<file path="config.mk">
export PLATFORM = sky130hd
export DESIGN_NAME = sprite_line_eval_flat
export DESIGN_NICKNAME = d
export VERILOG_FILES = /design/src/rtl/sprite_line_eval_if.sv /design/src/rtl/sprite_line_eval.sv /design/src/flat_wrapper.sv
export SDC_FILE = /design/constraint.sdc
export NUM_CORES = 1
export LEC_CHECK = 0
export ABC_AREA = 1
export BUFFER_PORTS_ARGS = -buffer_cell sky130_fd_sc_hd__buf_2
export CELL_PAD_IN_SITES_DETAIL_PLACEMENT = 1
export CELL_PAD_IN_SITES_GLOBAL_PLACEMENT = 2
export CORE_ASPECT_RATIO = 1.1
export CORE_UTILIZATION = 25
export CTS_CLUSTER_SIZE = 16
export DETAILED_ROUTE_END_ITERATION = 16
export GPL_TIMING_DRIVEN = 0
export PLACE_DENSITY = 0.69
export SLEW_MARGIN = 20
export SYNTH_ARGS = -nofsm -noshare
export SYNTH_HDL_FRONTEND = slang
export SYNTH_SLANG_ARGS = --single-unit
</file>
<file path="constraint.sdc">
create_clock -name clk -period 4.75 [get_ports clk]
set_input_delay 0.95 -clock clk [delete_from_list [all_inputs] [get_ports clk]]
set_output_delay 0.95 -clock clk [all_outputs]
set_load 0.02 [all_outputs]
</file>
<file path="src/rtl/sprite_line_eval_if.sv">
// Bus bundle between the sprite line evaluator and its neighbours:
// control handshake, OAM and graphics read ports, per-slot results.
interface sprite_line_eval_if #(
   parameter int N_OAM       = 64,
   parameter int MAX_SPRITES = 8
);
   localparam int AW = $clog2(N_OAM);

   logic                       start;
   logic [8:0]                 next_line;
   logic                       busy;
   logic                       done;
   logic [AW-1:0]              oam_addr;
   logic [31:0]                oam_rdata;
   logic [8:0]                 gfx_addr;
   logic [31:0]                gfx_rdata;
   logic [MAX_SPRITES-1:0]     sprite_valid;
   logic [MAX_SPRITES*10-1:0]  sprite_x;
   logic [MAX_SPRITES*3-1:0]   sprite_palette;
   logic [MAX_SPRITES*32-1:0]  sprite_pattern;
   logic                       sprite_overflow;

   modport master (
      output start, next_line, oam_rdata, gfx_rdata,
      input  busy, done, oam_addr, gfx_addr,
      input  sprite_valid, sprite_x, sprite_palette,
      input  sprite_pattern, sprite_overflow
   );

   modport slave (
      input  start, next_line, oam_rdata, gfx_rdata,
      output busy, done, oam_addr, gfx_addr,
      output sprite_valid, sprite_x, sprite_palette,
      output sprite_pattern, sprite_overflow
   );
endinterface

</file>
<file path="src/rtl/sprite_line_eval.sv">
// Scans OAM for sprites on the next scanline, keeps the first
// MAX_SPRITES hits, then fetches each hit's pattern row.
module sprite_line_eval #(
   parameter int N_OAM       = 64,
   parameter int MAX_SPRITES = 8,
   parameter int SPRITE_H    = 8
) (
   input logic               clk,
   input logic               reset,
   sprite_line_eval_if.slave bus
);
   localparam int AW = $clog2(N_OAM);
   localparam int CW = $clog2(MAX_SPRITES + 1);
   localparam int KW = $clog2(MAX_SPRITES);

   typedef enum logic [2:0] {
      IDLE, SCAN, FETCH_REQ, FETCH_WAIT, DONE
   } state_t;

   state_t         state_q, state_d;
   logic [8:0]     line_q;
   logic [AW-1:0]  addr_q;
   logic [AW-1:0]  eidx_q;
   logic           pv_q;
   logic [CW-1:0]  cnt_q;
   logic [KW-1:0]  k_q;
   logic           ovf_q;

   logic [MAX_SPRITES-1:0] valid_q;
   logic [9:0]     x_q    [MAX_SPRITES];
   logic [2:0]     pal_q  [MAX_SPRITES];
   logic [5:0]     tile_q [MAX_SPRITES];
   logic [2:0]     row_q  [MAX_SPRITES];
   logic           hfl_q  [MAX_SPRITES];
   logic [31:0]    pat_q  [MAX_SPRITES];

   logic [9:0]     diff;
   logic           eval, hit, full, take, ovf_hit, last;
   logic [2:0]     row;
   logic [31:0]    rev;
   logic           unused_ok;

   assign unused_ok = &{1'b0, bus.oam_rdata[31:30]};

   // Hit test of the OAM word returned for the entry under evaluation.
   always_comb begin
      diff    = {1'b0, line_q} - {1'b0, bus.oam_rdata[18:10]};
      eval    = (state_q == SCAN) && pv_q;
      hit     = eval && !diff[9] && (diff < 10'(SPRITE_H));
      full    = (cnt_q == CW'(MAX_SPRITES));
      take    = hit && !full;
      ovf_hit = hit && full;
      last    = eval && (eidx_q == AW'(N_OAM - 1));
      row     = bus.oam_rdata[29] ? 3'(SPRITE_H - 1) - diff[2:0]
                                  : diff[2:0];
   end

   // Horizontal flip: pixel i swaps with pixel 7-i.
   always_comb begin
      rev = '0;
      for (int i = 0; i < 8; i++)
         rev[4*i +: 4] = bus.gfx_rdata[4*(7-i) +: 4];
   end

   // Next-state logic for scan and fetch sequencing.
   always_comb begin
      state_d = state_q;
      unique case (state_q)
         IDLE:       if (bus.start) state_d = SCAN;
         SCAN: begin
            if (ovf_hit)
               state_d = FETCH_REQ;
            else if (last)
               state_d = (cnt_q == '0 && !take) ? DONE : FETCH_REQ;
         end
         FETCH_REQ:  state_d = FETCH_WAIT;
         FETCH_WAIT: state_d = (CW'(k_q) + CW'(1) == cnt_q) ? DONE
                                                              : FETCH_REQ;
         DONE:       state_d = IDLE;
         default:    state_d = IDLE;
      endcase
   end

   // Control registers: state, OAM address, eval pipeline, counters.
   always_ff @(posedge clk) begin
      if (!reset) begin
         state_q <= IDLE;
         line_q  <= '0;
         addr_q  <= '0;
         eidx_q  <= '0;
         pv_q    <= 1'b0;
         cnt_q   <= '0;
         k_q     <= '0;
         ovf_q   <= 1'b0;
      end else begin
         state_q <= state_d;
         pv_q    <= (state_q == SCAN) && (state_d == SCAN);
         if (state_q == IDLE && bus.start) begin
            line_q <= bus.next_line;
            addr_q <= '0;
            eidx_q <= '0;
            cnt_q  <= '0;
            k_q    <= '0;
            ovf_q  <= 1'b0;
         end
         if (state_q == SCAN && addr_q != AW'(N_OAM - 1))
            addr_q <= addr_q + AW'(1);
         if (eval)       eidx_q <= eidx_q + AW'(1);
         if (take)       cnt_q  <= cnt_q + CW'(1);
         if (ovf_hit)    ovf_q  <= 1'b1;
         if (state_q == FETCH_WAIT) k_q <= k_q + KW'(1);
      end
   end

   // Slot storage: written on hits during scan, patterns during fetch.
   always_ff @(posedge clk) begin
      if (!reset || (state_q == IDLE && bus.start)) begin
         valid_q <= '0;
         for (int k = 0; k < MAX_SPRITES; k++) begin
            x_q[k]    <= '0;
            pal_q[k]  <= '0;
            tile_q[k] <= '0;
            row_q[k]  <= '0;
            hfl_q[k]  <= 1'b0;
            pat_q[k]  <= '0;
         end
      end else begin
         if (take) begin
            x_q[cnt_q[KW-1:0]]    <= bus.oam_rdata[9:0];
            pal_q[cnt_q[KW-1:0]]  <= bus.oam_rdata[27:25];
            tile_q[cnt_q[KW-1:0]] <= bus.oam_rdata[24:19];
            row_q[cnt_q[KW-1:0]]  <= row;
            hfl_q[cnt_q[KW-1:0]]  <= bus.oam_rdata[28];
         end
         if (state_q == FETCH_WAIT) begin
            pat_q[k_q]   <= hfl_q[k_q] ? rev : bus.gfx_rdata;
            valid_q[k_q] <= 1'b1;
         end
      end
   end

   // Output flattening.
   always_comb begin
      bus.busy            = (state_q != IDLE);
      bus.done            = (state_q == DONE);
      bus.oam_addr        = addr_q;
      bus.gfx_addr        = (state_q == FETCH_REQ)
                            ? {tile_q[k_q], row_q[k_q]} : 9'd0;
      bus.sprite_valid    = valid_q;
      bus.sprite_overflow = ovf_q;
      bus.sprite_x        = '0;
      bus.sprite_palette  = '0;
      bus.sprite_pattern  = '0;
      for (int k = 0; k < MAX_SPRITES; k++) begin
         bus.sprite_x[10*k +: 10]       = x_q[k];
         bus.sprite_palette[3*k +: 3]   = pal_q[k];
         bus.sprite_pattern[32*k +: 32] = pat_q[k];
      end
   end
endmodule

</file>
<file path="src/flat_wrapper.sv">
// flat-port wrapper written by rule: the top's interface ports become plain ports
module sprite_line_eval_flat 
#(
   parameter int N_OAM       = 64,
   parameter int MAX_SPRITES = 8,
   parameter int SPRITE_H    = 8
)
  (clk, reset, bus_start, bus_next_line, bus_oam_rdata, bus_gfx_rdata, bus_busy, bus_done, bus_oam_addr, bus_gfx_addr, bus_sprite_valid, bus_sprite_x, bus_sprite_palette, bus_sprite_pattern, bus_sprite_overflow);
  sprite_line_eval_if #(.N_OAM(N_OAM), .MAX_SPRITES(MAX_SPRITES)) bus_i ();
  input logic clk;
  input logic reset;
  input wire logic [$bits(bus_i.start)-1:0] bus_start;
  input wire logic [$bits(bus_i.next_line)-1:0] bus_next_line;
  input wire logic [$bits(bus_i.oam_rdata)-1:0] bus_oam_rdata;
  input wire logic [$bits(bus_i.gfx_rdata)-1:0] bus_gfx_rdata;
  output wire logic [$bits(bus_i.busy)-1:0] bus_busy;
  output wire logic [$bits(bus_i.done)-1:0] bus_done;
  output wire logic [$bits(bus_i.oam_addr)-1:0] bus_oam_addr;
  output wire logic [$bits(bus_i.gfx_addr)-1:0] bus_gfx_addr;
  output wire logic [$bits(bus_i.sprite_valid)-1:0] bus_sprite_valid;
  output wire logic [$bits(bus_i.sprite_x)-1:0] bus_sprite_x;
  output wire logic [$bits(bus_i.sprite_palette)-1:0] bus_sprite_palette;
  output wire logic [$bits(bus_i.sprite_pattern)-1:0] bus_sprite_pattern;
  output wire logic [$bits(bus_i.sprite_overflow)-1:0] bus_sprite_overflow;
  assign bus_i.start = bus_start;
  assign bus_i.next_line = bus_next_line;
  assign bus_i.oam_rdata = bus_oam_rdata;
  assign bus_i.gfx_rdata = bus_gfx_rdata;
  assign bus_busy = bus_i.busy;
  assign bus_done = bus_i.done;
  assign bus_oam_addr = bus_i.oam_addr;
  assign bus_gfx_addr = bus_i.gfx_addr;
  assign bus_sprite_valid = bus_i.sprite_valid;
  assign bus_sprite_x = bus_i.sprite_x;
  assign bus_sprite_palette = bus_i.sprite_palette;
  assign bus_sprite_pattern = bus_i.sprite_pattern;
  assign bus_sprite_overflow = bus_i.sprite_overflow;
  sprite_line_eval #(.N_OAM(N_OAM), .MAX_SPRITES(MAX_SPRITES), .SPRITE_H(SPRITE_H)) u_core (.clk(clk), .reset(reset), .bus(bus_i));
endmodule
</file>
==> run_results.csv <==
group,metric,value,unit
final_layout,final_common_cell,"nor2_1",
worst_setup_path,worst_setup_path_start_kind,"flop",
run,drv_cap,0,
final_layout,area_growth,29.48,%
worst_setup_path,cp_max_fo,10,
timing,period_share,0.8178,
clocking,cts_tree,"yes",
floorplanning,dieArea,77170,µm²
clocking,numCtsBuffers,54,
yosys,synth_top_family_by_area,"simple AND/OR/NAND/NOR gates",
worst_hold_path,hp-class,"reg2reg",
yosys,synth_top_area_cell,"edfxtp_1",
yosys,ys_seq_elements,484,
place,hpwl,52600,µm
timing,rsz0062_at_grt,"no",
detailed_routing,first_pass_iters,5,
yosys,synth_edf_count,440,
place,port_buffers,458,
detailed_routing,num_vias,14170,
timing,timing.final.setup_violations,0,
place,gp_congestion,0.8359,
global_routing,groute.usage.overall,0.1808,
final_layout,fin_util,0.3288,
global_routing,grt_pass1_vias,14820,
detailed_routing,wl_per_cell,22.78,µm
floorplanning,dieWidth,265.0,µm
pwr,power_frac_clock,0.420,
yosys,muxShareOfSynthArea,0,
floorplanning,rows,105,
final_layout,drive_gt1_frac,0.2828,
clocking,cts_sinks,484,
timing,hold_viol,0,
clocking,htreeDepth,2,
clocking,insertion_delay,0.62,ns
detailed_routing,drt_iter0_markers,849,
yosys,synth_area_leaders,"edfxtp_1 (69%), nor2_1 (9.4%), dfxtp_1 (4.6%)",
pwr,powerDensity,414.5,nW/µm²
worst_setup_path,worst-endpoint-required,3.80,ns
yosys,synth_compound_area_frac,0.04580,
yosys,synth.top_cell.area_share,0.6949,
yosys,synthArstFlopShare,0,
yosys,syn_inst,1590,
yosys,synth_nets,1681,
yosys,yosys.area_share.simple,0.1613,
place,postPlaceCellArea,22830,µm²
clocking,clockBufferDepth,3,
pwr,irDropWorstVdd,273.1,µV
pwr,p_leak,10.47,nW
floorplanning,core,74880,µm²
floorplanning,start_util,0.2539,
worst_setup_path,arrival,2.93,ns
global_routing,antenna_found_initial,9,
yosys,ys_seq_area_frac,0.7412,
clocking,hold_buffers,0,
timing,fin_tns_setup,0,ns
detailed_routing,vias_per_cell,4.536,
detailed_routing,routed_wl,71150,µm
pwr,intPower,7.583,mW
timing,final_max_slew_viol_count,0,
final_layout,fin_cells,3124,
detailed_routing,drc_errors,0,
floorplanning,io_pins,462,
yosys,synthXorXnorAreaFrac,0.003224,
global_routing,grt_max_degree,33,
yosys,synth_flop_cell,"edfxtp_1",
timing,period_needed,3.885,ns
detailed_routing,ant_nets,0,
yosys,syn_avg_cell_area,11.96,µm²
place,placed_cells,3021,
pwr,power,10.20,mW
pwr,power.switching,2.621,mW
final_layout,fin_area,24620,µm²
clocking,clk_pin_slew,0.06,ns
yosys,synth_cell_type_count,36,
final_layout,final_cell_mix,"nor2_1 (475), buf_2 (471), edfxtp_1 (440)",
yosys,synth_warnings,0,
timing,clock_skew,0.03242,ns
timing,clock.fmax,257.4,MHz
clocking,cts_setup_buffers,0,
global_routing,overflow,0,
status,status,"finished, final reports clean",
pwr,power_frac_comb,0.097,
yosys,synthAdderAreaFrac,0.01027,
global_routing,grt_pass1_wl,102100,µm
worst_setup_path,setup.worst_path.end_class,"primary output",
timing,worstMarginPinSlew,1.072,ns
timing,relSlewSlack,0.2852,
pwr,seqPwrFrac,0.484,
floorplanning,fp.dieH,291.2,µm
worst_setup_path,criticalPathCategory,"reg2out",
pwr,switching_share,0.2569,
yosys,synth_area,19010,µm²
clocking,clock-root-buffer,"clkbuf_16",
clocking,ctsResizeCount,0,
final_layout,fin_nets,2205,
-- cells in the mapped netlist, drive strengths merged (9+ instances only) --
cell,instances
clkbuf,58
nand3,31
dfxtp,44
a31oi,9
buf,19
ha,14
a21oi,52
o22ai,11
nor3,78
inv,99
nor2,480
nand2,151
edfxtp,440
o21ai,79
-- through the flow --
stage / hold WS, ns / setup WS (ns)
5_1_grt: 0.4688 / 0.5653
4_1_cts: 0.4550 / 0.5832
3_5_place_dp: 0.4434 / -0.05367
6_report: 0.4518 / 0.8655
2_1_floorplan: 0.4332 / 0.03815
3_3_place_gp: 0.4395 / -1.528
-- power by group through the flow --
stage	clock network [mW]	logic, mW	registers [mW]
after global routing	4.52	1.05	4.95
after CTS	4.37	1.01	4.94
after global placement	0	0.954	5.03
final	4.28	0.987	4.94
after detailed placement	0	1.00	5.03
after floorplan	0	0.273	5.26
-- layer usage --
layer	part of all wire	GRT usage	wire length [µm]	up-vias
met3	0.056	0.03697	3972	117
met1	0.40	0.2145	28160	7189
met4	0.037	0.06795	2633	4
li1	-	-	-	6487
met2	0.51	0.3196	36360	375
met5	0.00044	0	31	-
-- path summary, 6_finish.rpt --
kind	start	to	slack, ns	depth (start not counted)
worst min-delay path	u_core.bus.sprite_valid[5]	u_core.bus.sprite_valid[5]	0.45	2
worst min register to register	u_core.bus.sprite_valid[5]	u_core.bus.sprite_valid[5]	0.45	2
worst max-delay path	flop	bus_gfx_addr[5]	0.87	7
worst max register to register	u_core.line_q[0]	u_core.tile_q[1][3]	1.23	17
-- state kept, by name (all words and copies together), names as in the netlist, named ones only --
signal and cells:
u_core.eidx_q 6, u_core.cnt_q 4, u_core.hfl_q 8, u_core.row_q 24, u_core.x_q 80, u_core.k_q 3
u_core.pat_q 256, u_core.bus.sprite_overflow 1, u_core.bus.oam_addr 6, u_core.bus.sprite_valid 8, u_core.tile_q 48, u_core.pal_q 24
u_core.pv_q 1, u_core.line_q 9, u_core.state_q 3
-- cell families (layout without fill, tap and decap cells) --
group           Yosys count  in the layout
compound gates          156            156
xor+xnor                  7              7
fa+ha+maj                15             15
buf+inv                 177            744
flops                   484            484
other cells               0              4
simple gates            751            751
-- worst max-delay path, stage by stage, from the launching register on --
cell,delay (ns)
dfxtp_1,0.39
clkbuf_1,0.47
clkbuf_1,0.49
o21ai_0,0.21
o22ai_1,0.21
o21ai_0,0.15
a31oi_1,0.23
buf_2,0.19
-- final cells by class --
class                   instances  area, µm²
fillers                      8428      50260
flip-flops and latches        484      14090
multi-input cells             929       4270
repair buffers                468       2537
clock buffers                  65       1393
well taps                     963       1205
clock inverters                34      385.4
inverters                     100      375.4
plain buffers                  77      350.3
diodes                          4      10.01
Note: power is estimated with default switching activity, not from simulation.
